File: config.mk
export PLATFORM = sky130hd
export DESIGN_NAME = kernel_mem_arbiter
export DESIGN_NICKNAME = d
export VERILOG_FILES = /design/src/rtl/kernel_mem_arbiter.sv
export SDC_FILE = /design/constraint.sdc
export NUM_CORES = 1
export LEC_CHECK = 0
export BUFFER_PORTS_ARGS = -buffer_cell sky130_fd_sc_hd__buf_2
export CORE_AREA = 4 4 260 262
export CTS_BUF_LIST = sky130_fd_sc_hd__clkbuf_8 sky130_fd_sc_hd__clkbuf_16
export DETAILED_ROUTE_END_ITERATION = 12
export DIE_AREA = 0 0 264 266
export PLACE_DENSITY_LB_ADDON = 0.05
export SYNTH_ARGS = -nofsm -noshare
export SYNTH_HDL_FRONTEND = slang
export SYNTH_SLANG_ARGS = --single-unit
File: constraint.sdc
create_clock -name clk -period 31.8 [get_ports clk]
set_input_delay 0 -clock clk [delete_from_list [all_inputs] [get_ports clk]]
set_output_delay 0 -clock clk [all_outputs]
set_load 0.03 [all_outputs]
File: src/rtl/kernel_mem_arbiter.sv
// kernel_mem_arbiter
//   Shares one external memory channel (one read and one write handshake)
//   between the two BRAM-style ports of an HLS kernel. The kernel advances
//   one cycle per kernel_step pulse. In each kernel cycle, port 0's access is
//   serviced first and port 1's second, so same-address accesses complete in
//   port order.
//
//   Ports
//     clk, reset               system clock, asynchronous active-high reset
//     read_base/write_base     byte base addresses; byte addr = base + (word << 2)
//     read_size_input          size field copied onto every issued request
//     ce/we/addr/d/q (0 and 1) kernel BRAM ports
//     kernel_step              one-cycle clock-enable pulse for the kernel
//     read_* / write_*         memory channel; *_enable are one-cycle pulses and
//                              *_ready are level-sensitive completions
//     busy                     high whenever the FSM is not in STEP
//
//   Optional: define KERNEL_MEM_ARB_STATS_EN to add the saturating counters
//   rd_count, wr_count and step_count.
module kernel_mem_arbiter #(
  parameter int ADDR_WID = 12,
  parameter int DATA_WID = 32
) (
  input  logic                clk,
  input  logic                reset,
  input  logic [63:0]         read_base,
  input  logic [63:0]         write_base,
  input  logic [63:0]         read_size_input,
  input  logic                ce0,
  input  logic                we0,
  input  logic [ADDR_WID-1:0] addr0,
  input  logic [DATA_WID-1:0] d0,
  output logic [DATA_WID-1:0] q0,
  input  logic                ce1,
  input  logic                we1,
  input  logic [ADDR_WID-1:0] addr1,
  input  logic [DATA_WID-1:0] d1,
  output logic [DATA_WID-1:0] q1,
  output logic                kernel_step,
  output logic                read_enable,
  output logic [63:0]         read_addr,
  output logic [63:0]         read_size_output,
  input  logic                read_ready,
  input  logic [DATA_WID-1:0] read_data,
  output logic                write_enable,
  output logic [63:0]         write_addr,
  output logic [63:0]         write_size,
  output logic [DATA_WID-1:0] write_data,
  input  logic                write_ready,
`ifdef KERNEL_MEM_ARB_STATS_EN
  output logic [31:0]         rd_count,
  output logic [31:0]         wr_count,
  output logic [31:0]         step_count,
`endif
  output logic                busy
);

  typedef enum logic [2:0] {STEP, SAMPLE, ISSUE0, WAIT0, ISSUE1, WAIT1} state_t;

  typedef struct packed {
    logic                ce;
    logic                we;
    logic [ADDR_WID-1:0] addr;
    logic [DATA_WID-1:0] d;
  } port_req_t;

  state_t                     state_q, state_d;
  port_req_t [1:0]            req_q, req_d;
  logic [1:0][DATA_WID-1:0]   q_q, q_d;
  logic                       step_q, step_d, busy_q, busy_d;
  logic                       rd_en_q, rd_en_d, wr_en_q, wr_en_d;
  logic [63:0]                rd_addr_q, rd_addr_d, rd_size_q, rd_size_d;
  logic [63:0]                wr_addr_q, wr_addr_d, wr_size_q, wr_size_d;
  logic [DATA_WID-1:0]        wr_data_q, wr_data_d;
  logic                       issue, issue_port, rd_done, wr_done;
  port_req_t                  sel;
  logic [63:0]                sel_off;

  always_comb begin
    state_d    = state_q;
    req_d      = req_q;
    q_d        = q_q;
    rd_en_d    = 1'b0;
    wr_en_d    = 1'b0;
    rd_addr_d  = rd_addr_q;
    rd_size_d  = rd_size_q;
    wr_addr_d  = wr_addr_q;
    wr_size_d  = wr_size_q;
    wr_data_d  = wr_data_q;
    issue      = 1'b0;
    issue_port = 1'b0;
    rd_done    = 1'b0;
    wr_done    = 1'b0;
    unique case (state_q)
      STEP: state_d = SAMPLE;
      SAMPLE: begin
        req_d[0] = '{ce: ce0, we: we0, addr: addr0, d: d0};
        req_d[1] = '{ce: ce1, we: we1, addr: addr1, d: d1};
        if (ce0) begin
          state_d = ISSUE0;
          issue   = 1'b1;
        end else if (ce1) begin
          state_d    = ISSUE1;
          issue      = 1'b1;
          issue_port = 1'b1;
        end else begin
          state_d = STEP;
        end
      end
      // Ready seen while in ISSUEx is deliberately ignored: the request was
      // only just driven, so any ready then belongs to nothing of ours.
      ISSUE0: state_d = WAIT0;
      ISSUE1: state_d = WAIT1;
      WAIT0, WAIT1: begin
        // Only the ready matching the outstanding direction counts.
        if (req_q[state_q == WAIT1].we) wr_done = write_ready;
        else                            rd_done = read_ready;
        if (rd_done) q_d[state_q == WAIT1] = read_data;
        if (rd_done || wr_done) begin
          if (state_q == WAIT0 && req_q[1].ce) begin
            state_d    = ISSUE1;
            issue      = 1'b1;
            issue_port = 1'b1;
          end else begin
            state_d = STEP;
          end
        end
      end
      default: state_d = STEP;
    endcase

    // Request fields come from req_d so a request issued straight out of
    // SAMPLE uses the values being latched on this same edge.
    sel     = req_d[issue_port];
    sel_off = {{(64-ADDR_WID){1'b0}}, sel.addr} << 2;
    if (issue) begin
      if (sel.we) begin
        wr_en_d   = 1'b1;
        wr_addr_d = write_base + sel_off;
        wr_size_d = read_size_input;
        wr_data_d = sel.d;
      end else begin
        rd_en_d   = 1'b1;
        rd_addr_d = read_base + sel_off;
        rd_size_d = read_size_input;
      end
    end

    step_d = (state_d == STEP);
    busy_d = (state_d != STEP);
  end

  always_ff @(posedge clk or posedge reset) begin
    if (reset) begin
      state_q   <= STEP;
      req_q     <= '0;
      q_q       <= '0;
      step_q    <= 1'b0;
      busy_q    <= 1'b0;
      rd_en_q   <= 1'b0;
      wr_en_q   <= 1'b0;
      rd_addr_q <= '0;
      rd_size_q <= '0;
      wr_addr_q <= '0;
      wr_size_q <= '0;
      wr_data_q <= '0;
    end else begin
      state_q   <= state_d;
      req_q     <= req_d;
      q_q       <= q_d;
      step_q    <= step_d;
      busy_q    <= busy_d;
      rd_en_q   <= rd_en_d;
      wr_en_q   <= wr_en_d;
      rd_addr_q <= rd_addr_d;
      rd_size_q <= rd_size_d;
      wr_addr_q <= wr_addr_d;
      wr_size_q <= wr_size_d;
      wr_data_q <= wr_data_d;
    end
  end

  assign q0               = q_q[0];
  assign q1               = q_q[1];
  assign kernel_step      = step_q;
  assign busy             = busy_q;
  assign read_enable      = rd_en_q;
  assign read_addr        = rd_addr_q;
  assign read_size_output = rd_size_q;
  assign write_enable     = wr_en_q;
  assign write_addr       = wr_addr_q;
  assign write_size       = wr_size_q;
  assign write_data       = wr_data_q;

`ifdef KERNEL_MEM_ARB_STATS_EN
  logic [31:0] rd_cnt_q, rd_cnt_d, wr_cnt_q, wr_cnt_d, st_cnt_q, st_cnt_d;

  always_comb begin
    rd_cnt_d = (rd_done && rd_cnt_q != '1) ? rd_cnt_q + 32'd1 : rd_cnt_q;
    wr_cnt_d = (wr_done && wr_cnt_q != '1) ? wr_cnt_q + 32'd1 : wr_cnt_q;
    st_cnt_d = (step_q  && st_cnt_q != '1) ? st_cnt_q + 32'd1 : st_cnt_q;
  end

  always_ff @(posedge clk or posedge reset) begin
    if (reset) begin
      rd_cnt_q <= '0;
      wr_cnt_q <= '0;
      st_cnt_q <= '0;
    end else begin
      rd_cnt_q <= rd_cnt_d;
      wr_cnt_q <= wr_cnt_d;
      st_cnt_q <= st_cnt_d;
    end
  end

  assign rd_count   = rd_cnt_q;
  assign wr_count   = wr_cnt_q;
  assign step_count = st_cnt_q;
`endif

endmodule

# Word-level counts from Yosys, hierarchy flattened
# Cells that the tools add are included.
[word_totals]
in_bits = 320
regBits = 451
output_inout_bits = 356
word_cells = 69
[classes]
n_mux = 28
eq_ne = 5
n_addsub = 2
magnitude_cmp = 3
bitwise = 1
n_reduce_logical = 10
[ops]
columns = ["op", "n"]
rows = [
  ["two-way mux 45 bit", 4],
  ["adder 64 x 14 -> 64 bit", 2],
  ["two-way mux 92 bit", 1],
  ["bitwise mux 64 bit", 1],
  ["demux 32 bit (select 1 bit)", 1],
  ["two-way mux 32 bit", 1],
  ["one-hot mux 3 bit (5 select lines)", 1],
  ["two-way mux 1 bit", 13],
  ["two-way mux 3 bit", 4],
  ["== test 3 x 2 -> 1 bit, second input constant", 2],
  ["== test 3 bit, second input constant", 2],
  ["logical NOT 3 bit", 2],
  ["AND reduction 2 bit", 3],
  ["< comparator 1 x 2 -> 1 bit, second input constant", 2],
  ["one-hot mux 1 bit (2 select lines)", 2],
  ["== test 3 x 1 -> 1 bit, second input constant", 1],
  ["nonzero test 3 bit", 1],
  ["logical AND 1 bit", 2],
  ["OR reduction 2 bit", 1],
  [">= comparator 1 bit, second input constant", 1],
  ["logical OR 1 bit", 1],
  ["NOT 1 bit", 1],
]

# Longest topological paths before layout
[logic_depth]
depth_word = 12
depth_mapped = 16
mapped_depth_nobuf = 13

# Least setup slack after synthesis
# Ideal clock, no wire load.
[synth_path]
path_kind = "register to register"
from = "register state_q[2]"
to = "register rd_addr_q[43], in the netlist read_addr[43]"
setup_time_ns = 0.082
path_stages_with_launch = 14
arrival_time_ns = 4.192
slack_ns = 27.526
n_path_buf = 4
period_less_slack_ns = 4.274
cell_sequence = "dfrtp_1 > nor3b_1 > clkbuf_1 > clkbuf_1 > mux2_2 > mux2_2 > ha_1 > o2111ai_2 > or3_1 > buf_2 > a311o_1 > buf_6 > or4_1 > a31oi_1"
[synth_lines]
columns = ["item", "line", "source"]
rows = [
  ["start: declaration", "67", "state_t state_q, state_d;"],
  ["start signal: assignment", "168", "state_q <= state_d;"],
  ["end signal: assignment", "175", "rd_addr_q <= rd_addr_d;"],
  ["end: declaration", "72", "logic [63:0] rd_addr_q, rd_addr_d, rd_size_q, rd_size_d;"],
]

# Worst setup path in the final report
[layout_path]
from = "register state_q[2]"
to = "register rd_addr_q[47], in the netlist read_addr[47]"
[layout_via]
elab_chain_cells = 12
word_cells_on_any_way = 22
cone_classes = "add/sub (1); eq/ne (3); mux (13); bitwise (1); reduce/logical (4)"
[layout_lines]
columns = ["item"]
rows = [
  ["branches (longest 12 deep; another with adder 64 x 14 -> 64 bit)"],
]
# Several ways; the timed one is not identified. The select of a mux whose other input is x is not followed.
# A chain may end at the register's enable or synchronous reset.

==> out/results.txt <==
Status = completed
Starting Density = 32.0%
Min cycle time layout = 6.10 ns
# IOs = 676
Slew headroom = 28.6%
Peak VDD IR = 0.0000582 V
Worst Hold End = read_addr[60]$_DFFE_PP0P_
CP Launch Type = register
Lkg Pwr = 15.0 nW
Layout overhead on the synthesized area = 48.0%
Reg-to-reg slack, setup = 25.70 ns
Critical Path AT = 6.63 ns
Reg clk slew, reported paths = 0.06 ns
Met1 WL = 33200 um
Initial antenna violation count = 16
Max H-tree Level = 2
Die area = 70200 um^2
Sinks on Clock Net = 450
Unrepaired setup endpoints after global routing = no
Pin count of the biggest net entering global routing = 135
CP Capture Type = register
Cells after Synth = 2092
Required time of the worst setup path = 32.34 ns
Mean Syn Cell Area = 10.0 um^2
Routed wire per std cell = 20.1 um
CTS max path bufs = 3
Synth warn = 0
CTS resizes = 0
Max-cap viol count = 0
Top layer in use = met5
Chip width = 264 um
Slew @ Worst Pin = 1.07 ns
Synthesized flop and latch total = 450
Iter 0 DRT Violations = 1029
Hold Crit Start = read_base[57]
Cell variety after synth = 67
Max-slew violations = 0
DP Worst Slack = 26.67 ns
Setup ws final = 25.70 ns
DR vias = 19565
Final hold vios = 0
Number of global-route vias before repair = 20232
Syn nets = 2438
HPWL Detailed = 58900 um
Async S/R FF share, synth = 100%
Most frequent cells in the layout = buf_2, nand2_1, dfrtp_1, dlygate4sd3_1, mux2_2
Register area share after synthesis = 53.8%
Met2 WL post-DR = 40000 um
Rows = 94
GRT Resource Usage Total = 22.2%
Core ar. = 65400 um^2
Worst Skew = 0.00996 ns
R2r startpoint = state_q[2]$_DFF_PP0_
I/O Buffers = 675
Layout cells sized above 1 = 30.6%
Worst R2R End = read_addr[47]$_DFFE_PP0P_
Maximum achievable frequency = 164 MHz
Final Net Count = 3469
Commonest non-fill, non-tap cell in the layout = buf_2
Final ANT Viol Nets = 0
Worst-path fanout max = 47
Post-synth EDFFs = 0
Final WL = 81200 um
GP Congestion = 0.865
CTS buffer count = 53
Final setup violation count = 0
DR pass1 iterations = 5
Height of the die = 266 um
Post-Syn Area = 20900 um^2
Synth Flop Type = dfrtp_1
Final setup TNS = 0 ns
R2R depth = 13
Hold path depth = 7
Gr ovfl total = 0
Met3 WL post-DR = 5570 um
Pwr/cell area = 104 nW/um^2
Hold Crit Class = in -> reg
First-pass GRT wire length = 122000 um
Clock latency on the worst-skew pair = 0.61 ns
CTS tree = yes
Vias per cell = 4.84
Remaining routing DRC violations = 0
Root buf cell = clkbuf_16
Critical path class = reg -> reg
Final period util = 19.2%
## critical path, cell delays in order, from the launching register on
cell,delay [ns]
dfrtp_1,0.44
nor3b_2,0.19
buf_4,0.34
a31o_4,0.85
mux2i_1,0.56
ha_1,0.34
a21oi_1,0.23
o21bai_1,0.18
o31ai_1,0.66
a311o_1,0.71
o31ai_1,0.17
dlygate4sd3_1,0.60
a31oi_1,0.16
dlygate4sd3_1,0.57
## sequential cells by signal (all words and copies together) (netlist names)
signal,flops
req_q,91
read_size_output,64
state_q,3
write_enable,1
write_addr,64
read_enable,1
busy,1
write_data,32
kernel_step,1
write_size,64
read_addr,64
q1,32
q0,32
## report_power, final
group / switching [mW] / internal [mW]
logic: 1.05 / 0.540
registers: 0.131 / 0.847
clock network: 0.257 / 0.378
## how the worst max path moves through the flow
stage	end	cells after the start	from	slack, ns
floorplan	busy$_DFF_PP0_	1	reset	19.26
global placement	write_addr[63]$_DFFE_PP0P_	11	state_q[2]$_DFF_PP0_	26.74
detailed placement	write_addr[63]$_DFFE_PP0P_	11	state_q[2]$_DFF_PP0_	26.67
CTS	read_addr[59]$_DFFE_PP0P_	13	state_q[2]$_DFF_PP0_	25.65
global route	read_addr[58]$_DFFE_PP0P_	15	state_q[2]$_DFF_PP0_	25.26
finish	read_addr[47]$_DFFE_PP0P_	13	state_q[2]$_DFF_PP0_	25.70
## area by class of cell
| cell class | count | area [um^2] |
|---|---|---|
| clock buffer | 67 | 1520 |
| inverter | 22 | 92.6 |
| tap | 864 | 1080 |
| timing repair buffer | 1087 | 7460 |
| antenna | 12 | 30.0 |
| multi-input combinational | 1509 | 9200 |
| sequential | 450 | 11300 |
| clock inverter | 31 | 307 |
| fill | 6401 | 34400 |
## per-stage QoR
stage | hold slack, ns | power (mW) | cell area [um^2] | util, % | cells
after floorplan | 0.105 | 2.02 | 20900 | - | 2092
final | 0.0509 | 3.21 | 30900 | 47.3 | 4042
after CTS | 0.00138 | 3.25 | 30900 | 47.3 | 4030
after global placement | 0.195 | 2.50 | 25100 | 38.5 | 3538
after detailed placement | 0.200 | 2.53 | 25100 | 38.5 | 3538
after global routing | 0.0442 | 3.42 | 30900 | 47.3 | 4038
## what timing repair did
action	CTS	global route
setup buffers	0	0
hold buffers	394	0
hold endpoints to repair	571	0
## cell families after synthesis
group | after synthesis | share of synthesized area [%]
buf+inv | 133 | 2.48
xor+xnor | 70 | 2.93
simple gates | 883 | 18.4
mux | 211 | 11.1
flops | 450 | 53.8
compound gates | 319 | 9.60
fa+ha+maj | 26 | 1.63
## cells in the mapped netlist (all sizes together) (14+ instances only)
cell | count | area share, %
nand2 | 604 | 11
dfrtp | 450 | 54
mux2 | 166 | 8.9
o21ai | 140 | 3.4
clkbuf | 81 | 1.5
nand3 | 59 | 1.4
nor2 | 55 | 0.99
xnor2 | 49 | 2.1
mux2i | 45 | 2.2
a21oi | 43 | 1.0
nand4 | 34 | 1.0
and3 | 31 | 0.93
buf | 30 | 0.63
ha | 24 | 1.4
inv | 22 | 0.39
xor2 | 21 | 0.88
a211oi | 20 | 0.74
a31oi | 20 | 0.60
and2 | 19 | 0.57
nor3 | 16 | 0.38
a2111oi | 14 | 0.59
or3 | 14 | 0.42
## routing by layer
metal,up-vias,track usage [%]
li1,9308,-
met1,9522,27.8
met2,591,38.0
met3,132,5.83
met4,12,6.28
met5,-,0
Power figures use the tool's default switching activity.
